===== config.mk =====
export PLATFORM = sky130hd
export DESIGN_NAME = voice_allocator
export DESIGN_NICKNAME = d
export VERILOG_FILES = /design/src/rtl/voice_allocator.sv
export SDC_FILE = /design/constraint.sdc
export NUM_CORES = 1
export LEC_CHECK = 0
export BUFFER_PORTS_ARGS = -buffer_cell sky130_fd_sc_hd__buf_2
export CAP_MARGIN = 30
export CORE_ASPECT_RATIO = 0.8
export CORE_MARGIN = 4
export CORE_UTILIZATION = 30
export CTS_BUF_LIST = sky130_fd_sc_hd__clkbuf_4 sky130_fd_sc_hd__clkbuf_8
export CTS_CLUSTER_DIAMETER = 80
export DETAILED_ROUTE_END_ITERATION = 12
export PLACE_DENSITY = 0.56
export SLEW_MARGIN = 0
export SYNTH_ARGS = -nofsm -noshare
export SYNTH_HDL_FRONTEND = slang
export SYNTH_SLANG_ARGS = --single-unit

===== constraint.sdc =====
create_clock -name clk -period 9.8 [get_ports clk]
set_clock_uncertainty 0.15 [all_clocks]
set_input_delay 1.47 -clock clk [delete_from_list [all_inputs] [get_ports clk]]
set_output_delay 1.47 -clock clk [all_outputs]
set_load 0.005 [all_outputs]

===== src/rtl/voice_allocator.sv =====
// voice_allocator: polyphonic note-to-voice allocator that feeds the per-voice
// ADSR envelope generators. It assigns note-on events to voices, drives
// gate/note/velocity for each voice, and steals the oldest voice when all are busy.
// Optional sustain pedal support is enabled by defining VOICE_ALLOC_SUSTAIN_PEDAL_EN.
module voice_allocator #(
    parameter int unsigned VOICES    = 4,
    parameter int unsigned NOTE_BITS = 7,
    parameter int unsigned VEL_BITS  = 7,
    parameter int unsigned AGE_BITS  = 8
) (
    input  logic                        clk,
    input  logic                        reset,
    input  logic                        ev_valid,
    output logic                        ev_ready,
    input  logic                        ev_on,
    input  logic [NOTE_BITS-1:0]        ev_note,
    input  logic [VEL_BITS-1:0]         ev_velocity,
    input  logic [VOICES-1:0]           voice_active,
`ifdef VOICE_ALLOC_SUSTAIN_PEDAL_EN
    input  logic                        sustain_pedal,
`endif
    output logic [VOICES-1:0]           gate,
    output logic [VOICES*NOTE_BITS-1:0] note,
    output logic [VOICES*VEL_BITS-1:0]  velocity
);

    localparam int unsigned IDX_W = (VOICES > 1) ? $clog2(VOICES) : 1;

    typedef enum logic {
        ST_READY,
        ST_GAP
    } state_t;

    state_t                           state_q, state_d;
    logic [VOICES-1:0]                gate_q, gate_d;
    logic [VOICES-1:0][NOTE_BITS-1:0] note_q, note_d;
    logic [VOICES-1:0][VEL_BITS-1:0]  vel_q, vel_d;
    logic [VOICES-1:0][AGE_BITS-1:0]  age_q, age_d;
    logic [IDX_W-1:0]                 gap_voice_q, gap_voice_d;
`ifdef VOICE_ALLOC_SUSTAIN_PEDAL_EN
    logic [VOICES-1:0]                held_q, held_d;
    logic                             pedal_q, pedal_d;
`endif

    logic             accept;
    logic [IDX_W-1:0] sel_idx;
    logic             sel_gap;

    // Candidate search for each selection rule, resolved in priority order
    logic             retrig_hit, free_hit, rel_hit;
    logic [IDX_W-1:0] retrig_idx, free_idx, rel_idx, steal_idx;
    logic [AGE_BITS-1:0] rel_age, steal_age;

    assign ev_ready = (state_q == ST_READY);
    assign accept   = ev_valid && ev_ready;
    assign gate     = gate_q;
    assign note     = note_q;
    assign velocity = vel_q;

    // Note-on voice selection: retrigger, free, oldest releasing, oldest gated
    always_comb begin
        retrig_hit = 1'b0;
        retrig_idx = '0;
        free_hit   = 1'b0;
        free_idx   = '0;
        rel_hit    = 1'b0;
        rel_idx    = '0;
        rel_age    = '0;
        steal_idx  = '0;
        steal_age  = '0;
        for (int unsigned v = 0; v < VOICES; v++) begin
            if (!retrig_hit && gate_q[v] && (note_q[v] == ev_note)) begin
                retrig_hit = 1'b1;
                retrig_idx = IDX_W'(v);
            end
            if (!free_hit && !gate_q[v] && !voice_active[v]) begin
                free_hit = 1'b1;
                free_idx = IDX_W'(v);
            end
            // strict compare keeps the lowest index on equal ages
            if (!gate_q[v] && voice_active[v] && (!rel_hit || (age_q[v] > rel_age))) begin
                rel_hit = 1'b1;
                rel_idx = IDX_W'(v);
                rel_age = age_q[v];
            end
            if ((v == 0) || (age_q[v] > steal_age)) begin
                steal_idx = IDX_W'(v);
                steal_age = age_q[v];
            end
        end

        if (retrig_hit) begin
            sel_idx = retrig_idx;
            sel_gap = 1'b1;
        end else if (free_hit) begin
            sel_idx = free_idx;
            sel_gap = 1'b0;
        end else if (rel_hit) begin
            sel_idx = rel_idx;
            sel_gap = 1'b0;
        end else begin
            sel_idx = steal_idx;
            sel_gap = 1'b1;
        end
    end

    // Next-state: pedal release, gap completion, then the accepted event
    always_comb begin
        state_d     = state_q;
        gate_d      = gate_q;
        note_d      = note_q;
        vel_d       = vel_q;
        age_d       = age_q;
        gap_voice_d = gap_voice_q;
`ifdef VOICE_ALLOC_SUSTAIN_PEDAL_EN
        held_d  = held_q;
        pedal_d = sustain_pedal;
        // pedal release is applied first so that an event on the same edge overrides it
        if (pedal_q && !sustain_pedal) begin
            gate_d = gate_d & ~held_q;
            held_d = '0;
        end
`endif
        if (state_q == ST_GAP) begin
            gate_d[gap_voice_q] = 1'b1;
            state_d             = ST_READY;
        end else if (accept) begin
            if (ev_on) begin
                note_d[sel_idx] = ev_note;
                vel_d[sel_idx]  = ev_velocity;
                for (int unsigned v = 0; v < VOICES; v++) begin
                    if (IDX_W'(v) == sel_idx) begin
                        age_d[v] = '0;
                    end else if (age_q[v] != '1) begin
                        age_d[v] = age_q[v] + AGE_BITS'(1);
                    end
                end
`ifdef VOICE_ALLOC_SUSTAIN_PEDAL_EN
                held_d[sel_idx] = 1'b0;
`endif
                if (sel_gap) begin
                    gate_d[sel_idx] = 1'b0;
                    gap_voice_d     = sel_idx;
                    state_d         = ST_GAP;
                end else begin
                    gate_d[sel_idx] = 1'b1;
                end
            end else begin
                for (int unsigned v = 0; v < VOICES; v++) begin
                    if (gate_q[v] && (note_q[v] == ev_note)) begin
`ifdef VOICE_ALLOC_SUSTAIN_PEDAL_EN
                        if (sustain_pedal) begin
                            held_d[v] = 1'b1;
                        end else begin
                            gate_d[v] = 1'b0;
                        end
`else
                        gate_d[v] = 1'b0;
`endif
                    end
                end
            end
        end
    end

    // State registers with synchronous reset
    always_ff @(posedge clk) begin
        if (reset) begin
            state_q     <= ST_READY;
            gate_q      <= '0;
            note_q      <= '0;
            vel_q       <= '0;
            age_q       <= '0;
            gap_voice_q <= '0;
`ifdef VOICE_ALLOC_SUSTAIN_PEDAL_EN
            held_q      <= '0;
            pedal_q     <= 1'b0;
`endif
        end else begin
            state_q     <= state_d;
            gate_q      <= gate_d;
            note_q      <= note_d;
            vel_q       <= vel_d;
            age_q       <= age_d;
            gap_voice_q <= gap_voice_d;
`ifdef VOICE_ALLOC_SUSTAIN_PEDAL_EN
            held_q      <= held_d;
            pedal_q     <= pedal_d;
`endif
        end
    end

endmodule

==> results.py, run 1 <==
metrics = {
    "worst_setup_path": {
        "r2r_slack_ns": 2.45,
        "worstSetupStartpoint": "voice_active[0]",
        "end_kind": "flop",
        "endpoint": "velocity[1]",
        "reg2reg_depth": 27,
        "critPathMaxFanout": 17,
        "arrival_ns": 8.16,
        "crit_path_max_incr_delay_ns": 0.85,
        "critPathKind": "primary input to flop",
        "rr_startpoint": "gate[0]",
        "cpMaxStageDelayCell": "o31ai_2",
        "required_ns": 9.89,
        "worstSetupStartpointType": "primary input",
        "r2r-end": "velocity[1]",
    },
    "power": {
        "powerDensity_nw_per_um2": 130,
        "peakVddDrop_v": 0.0000707,
        "p_leak_uw": 0.00289,
        "p_total_uw": 882,
    },
    "layout": {
        "final_common_cell": "nor2_1",
        "final_cell_mix": "nor2_1 (118), dfxtp_1 (95), buf_2 (82)",
        "layout-drive-gt1-share_pct": 16.4,
        "antennaDiodeCount": 0,
        "fin_nets": 844,
        "syn2layout_area_growth_pct": 12.7,
    },
    "synthesis": {
        "synth-simple-area-share_pct": 20.5,
        "syn_avg_cell_area_um2": 8.56,
        "syn_inst": 706,
        "synth_top_family_by_area": "simple AND/OR/NAND/NOR gates",
        "yosys.area.top_type_share_pct": 31.5,
        "synth-xor-area-share_pct": 7.54,
        "synth_compound_area_share_pct": 13.5,
        "synth_edf_count": 0,
        "yosysSeqAreaShare_pct": 31.5,
        "synth_nets": 780,
        "synthTopCellsByArea": "dfxtp_1 (31%), ha_1 (11%), mux2i_1 (9.8%)",
        "synth_seq_cells": 95,
        "synth_flop_cell": "dfxtp_1",
        "ys_async_sr_fraction_pct": 0,
        "synth_cell_types": 59,
        "synth_top_area_cell": "dfxtp_1",
        "synthAdderAreaFrac_pct": 10.8,
        "muxShareOfSynthArea_pct": 10.6,
        "yosysWarnings": 0,
        "synth_area_um2": 6040,
    },
    "clocking": {
        "htreeDepth": 3,
        "clockBufferDepth": 2,
        "cts_num_sinks": 95,
        "cts-resized-gates": 0,
        "clock_latency_ns": 0.40,
        "cts_buffers": 9,
        "clock-root-buffer": "clkbuf_8",
        "path_clk_slew_ns": 0.11,
        "ctsHoldBuffers": 0,
        "cts_setup_buffers": 0,
        "cts_tree": "built",
    },
    "flow_run": {
        "max_cap_viol_count": 0,
    },
    "sta": {
        "hold_ws_ns": 0.352,
        "worst_slew_pin_slew_ns": 0.973,
        "drv_slew": 0,
        "setup_tns_ns": 0,
        "max_clock_freq_mhz": 124,
        "fin_crit_sh_pct": 82.3,
        "setup_viol": 0,
        "slew_headroom_pct": 34.8,
        "rsz0062_at_grt": "no",
        "finalHoldViolations": 0,
        "fin_crit_ns": 8.07,
    },
    "detailed_routing": {
        "drt-total-wl_um": 16400,
        "dr.pass1.iters": 5,
        "dr_total_vias": 5206,
        "dr.first_iter.drc_count": 316,
        "via_per_inst": 5.01,
        "ant_nets": 0,
        "wl_per_cell_um": 15.8,
        "route.detailed.drc": 0,
    },
    "global_routing": {
        "antenna_found_initial": 1,
        "grt_max_degree": 85,
        "grt.overflow.total": 0,
        "grt.total_usage_pct": 14.6,
        "grt_pass1_wl_um": 26600,
        "grt_pass1_vias": 4820,
    },
    "floorplan": {
        "initial_core_util_pct": 30.5,
        "core_region_area_um2": 19800,
        "die_width_um": 167,
        "ioPinCount": 83,
        "die_h_um": 135,
        "rows": 46,
        "dieArea_um2": 22500,
    },
    "placed_design": {
        "hpwl_um": 12300,
        "gp_routability_congestion": 0.871,
        "io_buffers": 82,
    },
    "worst_hold_path": {
        "hold_class": "flop to flop",
    },
    "run_status": {
        "outcome": "finished, final reports clean",
    },
}
-- cell families after synthesis --
group                      count (synthesis)
AOI/OAI and AO/OA                        124
DFF                                       95
adders and majority gates                 52
muxes                                     63
xor gates and xnor gates                  52
and+or+nand+nor                          256
buffers and inverters                     64
-- Yosys cell counts, types with 2 or more instances --
cell / count
nor2_1: 118
dfxtp_1: 95
mux2i_1: 59
ha_1: 52
xnor2_1: 47
nand2_1: 42
a21oi_1: 35
nand4_1: 32
o21ai_0: 31
inv_1: 28
clkbuf_1: 17
buf_6: 12
nor2b_1: 11
nor3_1: 11
a31oi_1: 10
o211ai_1: 9
nand3_1: 8
and3_1: 7
buf_2: 5
o31a_1: 5
xor2_1: 5
and2_1: 4
a211o_1: 3
a211oi_1: 3
mux2_2: 3
nand2b_1: 3
o22ai_1: 3
o32ai_1: 3
or2_2: 3
or3_1: 3
a211oi_4: 2
a21o_1: 2
buf_4: 2
nand4_2: 2
nand4b_1: 2
o21a_1: 2
o21ai_1: 2
o31ai_2: 2
o41ai_1: 2
or2_0: 2
-- worst max-delay path: cells and delay by family --
family	cells	cell delay [ns]
AO/OA/AOI/OAI	12	3.13
buffers and inverters	2	0.33
multiplexers	1	0.34
AND/OR/NAND/NOR	10	1.99
adder cells (fa/ha/maj)	3	0.88
-- sequential cells by signal (all words and copies together), names as in the netlist --
signal,cells
age_q,32
gap_voice_q,2
gate,4
note,28
state_q,1
velocity,28
-- through the flow --
step,util (%),worst slack [ns],area (µm²),instances
final,34.4,1.73,6810,1039
after global placement,33.2,1.53,6580,1021
after floorplan,-,2.39,6040,706
after global routing,34.4,1.15,6810,1039
after CTS,34.4,1.82,6810,1039
after detailed placement,33.3,1.39,6600,1023
-- cell type report --
class	count	area, µm²
tap	264	330
sequential	95	1900
multi-input combinational	547	3800
timing repair buffer	89	463
inverter	28	105
clock inverter	6	72.6
fill	2120	13000
clock buffer	10	138
-- how the worst min path moves through the flow --
stage,start,end,slack [ns],cells after the start
global placement,velocity[11],velocity[11],0.32,2
finish,velocity[18],velocity[18],0.35,2
CTS,velocity[10],velocity[10],0.36,2
floorplan,velocity[11],velocity[11],0.33,2
global route,velocity[22],velocity[22],0.38,2
detailed placement,velocity[26],velocity[26],0.33,2
-- metal layers --
| layer | up-vias | GRT usage (%) | share of wire (%) |
|---|---|---|---|
| li1 | 2612 | - | - |
| met1 | 2443 | 21.3 | 50 |
| met2 | 137 | 20.9 | 42 |
| met3 | 12 | 4.68 | 7.3 |
| met4 | 2 | 3.09 | 0.89 |
| met5 | - | 0 | 0.043 |
-- report_power, final --
part / switching [µW] / leakage (µW) / total [µW] / internal (µW)
clock network: 168 / 0.000107 / 277 / 109
registers: 13.5 / 0.000768 / 411 / 397
logic: 114 / 0.00201 / 194 / 80.1
Note: power is estimated with default switching activity, not from simulation.
==> run 2, diff against run 1 <==
Settings changed: PLACE_DENSITY 0.56 to 0.58.
Clock period 9.8 ns to 6.5 ns, I/O delays scaled along.
==> results.py, run 2 (synthesized netlist as in run 1, its figures left out) <==
metrics = {
    "worst_setup_path": {
        "worstSetupStartpointType": "primary input",
        "critPathKind": "primary input to flop",
        "end_kind": "flop",
        "arrival_ns": 6.23,
        "crit_path_max_incr_delay_ns": 0.37,
        "cpMostUsedCell": "ha_1",
        "cpMaxStageDelayCell": "or3b_1",
        "critPathMaxFanout": 17,
        "required_ns": 6.65,
    },
    "sta": {
        "setup_tns_ns": 0,
        "finalHoldViolations": 0,
        "max_clock_freq_mhz": 164,
        "slew_headroom_pct": 42.0,
        "rsz0062_at_grt": "no",
        "setup_ws_ns": 0.417,
        "drv_slew": 0,
        "fin_crit_sh_pct": 93.6,
        "worst_slew_pin_slew_ns": 0.870,
        "setup_viol": 0,
        "fin_crit_ns": 6.08,
    },
    "worst_hold_path": {
        "hold_class": "flop to flop",
    },
    "detailed_routing": {
        "wl_per_cell_um": 15.4,
        "ant_nets": 0,
        "dr.first_iter.drc_count": 272,
        "dr_total_vias": 5309,
        "via_per_inst": 4.95,
        "drt-total-wl_um": 16500,
        "route.detailed.drc": 0,
        "dr.pass1.iters": 5,
    },
    "floorplan": {
        "ioPinCount": 83,
        "initial_core_util_pct": 30.5,
        "rows": 46,
        "dieArea_um2": 22500,
        "die_h_um": 135,
        "die_width_um": 167,
        "core_region_area_um2": 19800,
    },
    "layout": {
        "final_cell_mix": "nor2_1 (118), dfxtp_1 (95), buf_2 (82)",
        "seq_area_um2": 1900,
        "antennaDiodeCount": 0,
        "layout-drive-gt1-share_pct": 21.2,
        "nFillCells": 2123,
        "largest_reg_flops": 32,
        "multi_input_area_um2": 3880,
        "top_register": "age_q",
        "syn2layout_area_growth_pct": 19.3,
        "instances_no_fill": 1072,
        "fin_nets": 877,
        "final_common_cell": "nor2_1",
        "fin_util_pct": 36.4,
    },
    "global_routing": {
        "grt.total_usage_pct": 14.7,
        "grt_pass1_wl_um": 26800,
        "grt_pass1_vias": 5108,
        "antenna_found_initial": 0,
        "grt_max_degree": 85,
        "grt.overflow.total": 0,
    },
    "power": {
        "p_leak_uw": 0.00308,
        "peakVddDrop_v": 0.000114,
        "powerDensity_nw_per_um2": 189,
        "p_total_uw": 1360,
    },
    "run_status": {
        "outcome": "finished, final reports clean",
    },
    "flow_run": {
        "max_cap_viol_count": 0,
    },
    "placed_design": {
        "io_buffers": 82,
        "place_ws_ns": -0.206,
        "hpwl_um": 12700,
        "placed_cells": 1054,
        "gp_routability_congestion": 0.875,
    },
    "clocking": {
        "cts_num_sinks": 95,
        "cts_buffers": 9,
        "clock-root-buffer": "clkbuf_8",
        "ctsHoldBuffers": 0,
        "clockBufferDepth": 2,
        "cts_tree": "built",
        "clock_latency_ns": 0.40,
        "path_clk_slew_ns": 0.11,
        "htreeDepth": 3,
    },
}
## run 2: changes by cell type in the layout (fill, tap and decap cells not counted), moves of 2 or more
cell	before	now
o21ai_0	31	29
o31ai_2	2	0
buf_4	7	33
buf_6	0	2
o31ai_4	0	2
a31oi_2	0	4
buf_12	0	5
a31oi_1	10	6
## run 2: metrics by stage
step | instance area, µm² | hold WS, ns
after global routing | 7210 | 0.381
after floorplan | 6100 | 0.335
final | 7210 | 0.355
after global placement | 6910 | 0.319
after CTS | 7110 | 0.358
after detailed placement | 6910 | 0.330
## run 2: report_power, final
part	internal (µW)	leakage [µW]	switching, µW
Combinational	153	0.00221	187
Sequential	599	0.000768	18.0
Clock	157	0.000102	252
Total	908	0.00308	456
## run 2: repair_timing
item	4_1_cts	5_1_grt
endpoints found under the setup margin	0	93
gates resized for setup	0	16
setup buffers	0	2
## run 2: path summary, 6_finish.rpt
path,depth (start not counted),start,to,slack [ns]
min,2,velocity[21],velocity[21],0.35
max,32,voice_active[0],age_q[13],0.42
min reg2reg,2,velocity[21],velocity[21],0.35
max reg2reg,24,age_q[1],gate[2],0.56
## run 2: routing by layer
layer,up-vias,share of wire [%],GRT usage [%]
met5,-,0,0
met4,0,1.6,4.09
met3,23,6.6,4.21
met2,127,43,22.3
met1,2477,49,20.6
li1,2682,-,-
## run 2: final cells by class
cell class	instances	area share, %
tap	264	4.58
inverter	28	1.46
timing repair buffer	122	10.8
clock buffer	9	1.72
sequential	95	26.4
multi-input combinational	547	53.9
clock inverter	7	1.15
## run 2: worst max-delay path, delay by kind of cell
kind,cells,cell delay (ns)
AND/OR/NAND/NOR,11,1.38
AO/OA/AOI/OAI,12,2.06
adder cells (fa/ha/maj),3,0.90
buffers and inverters,6,0.93
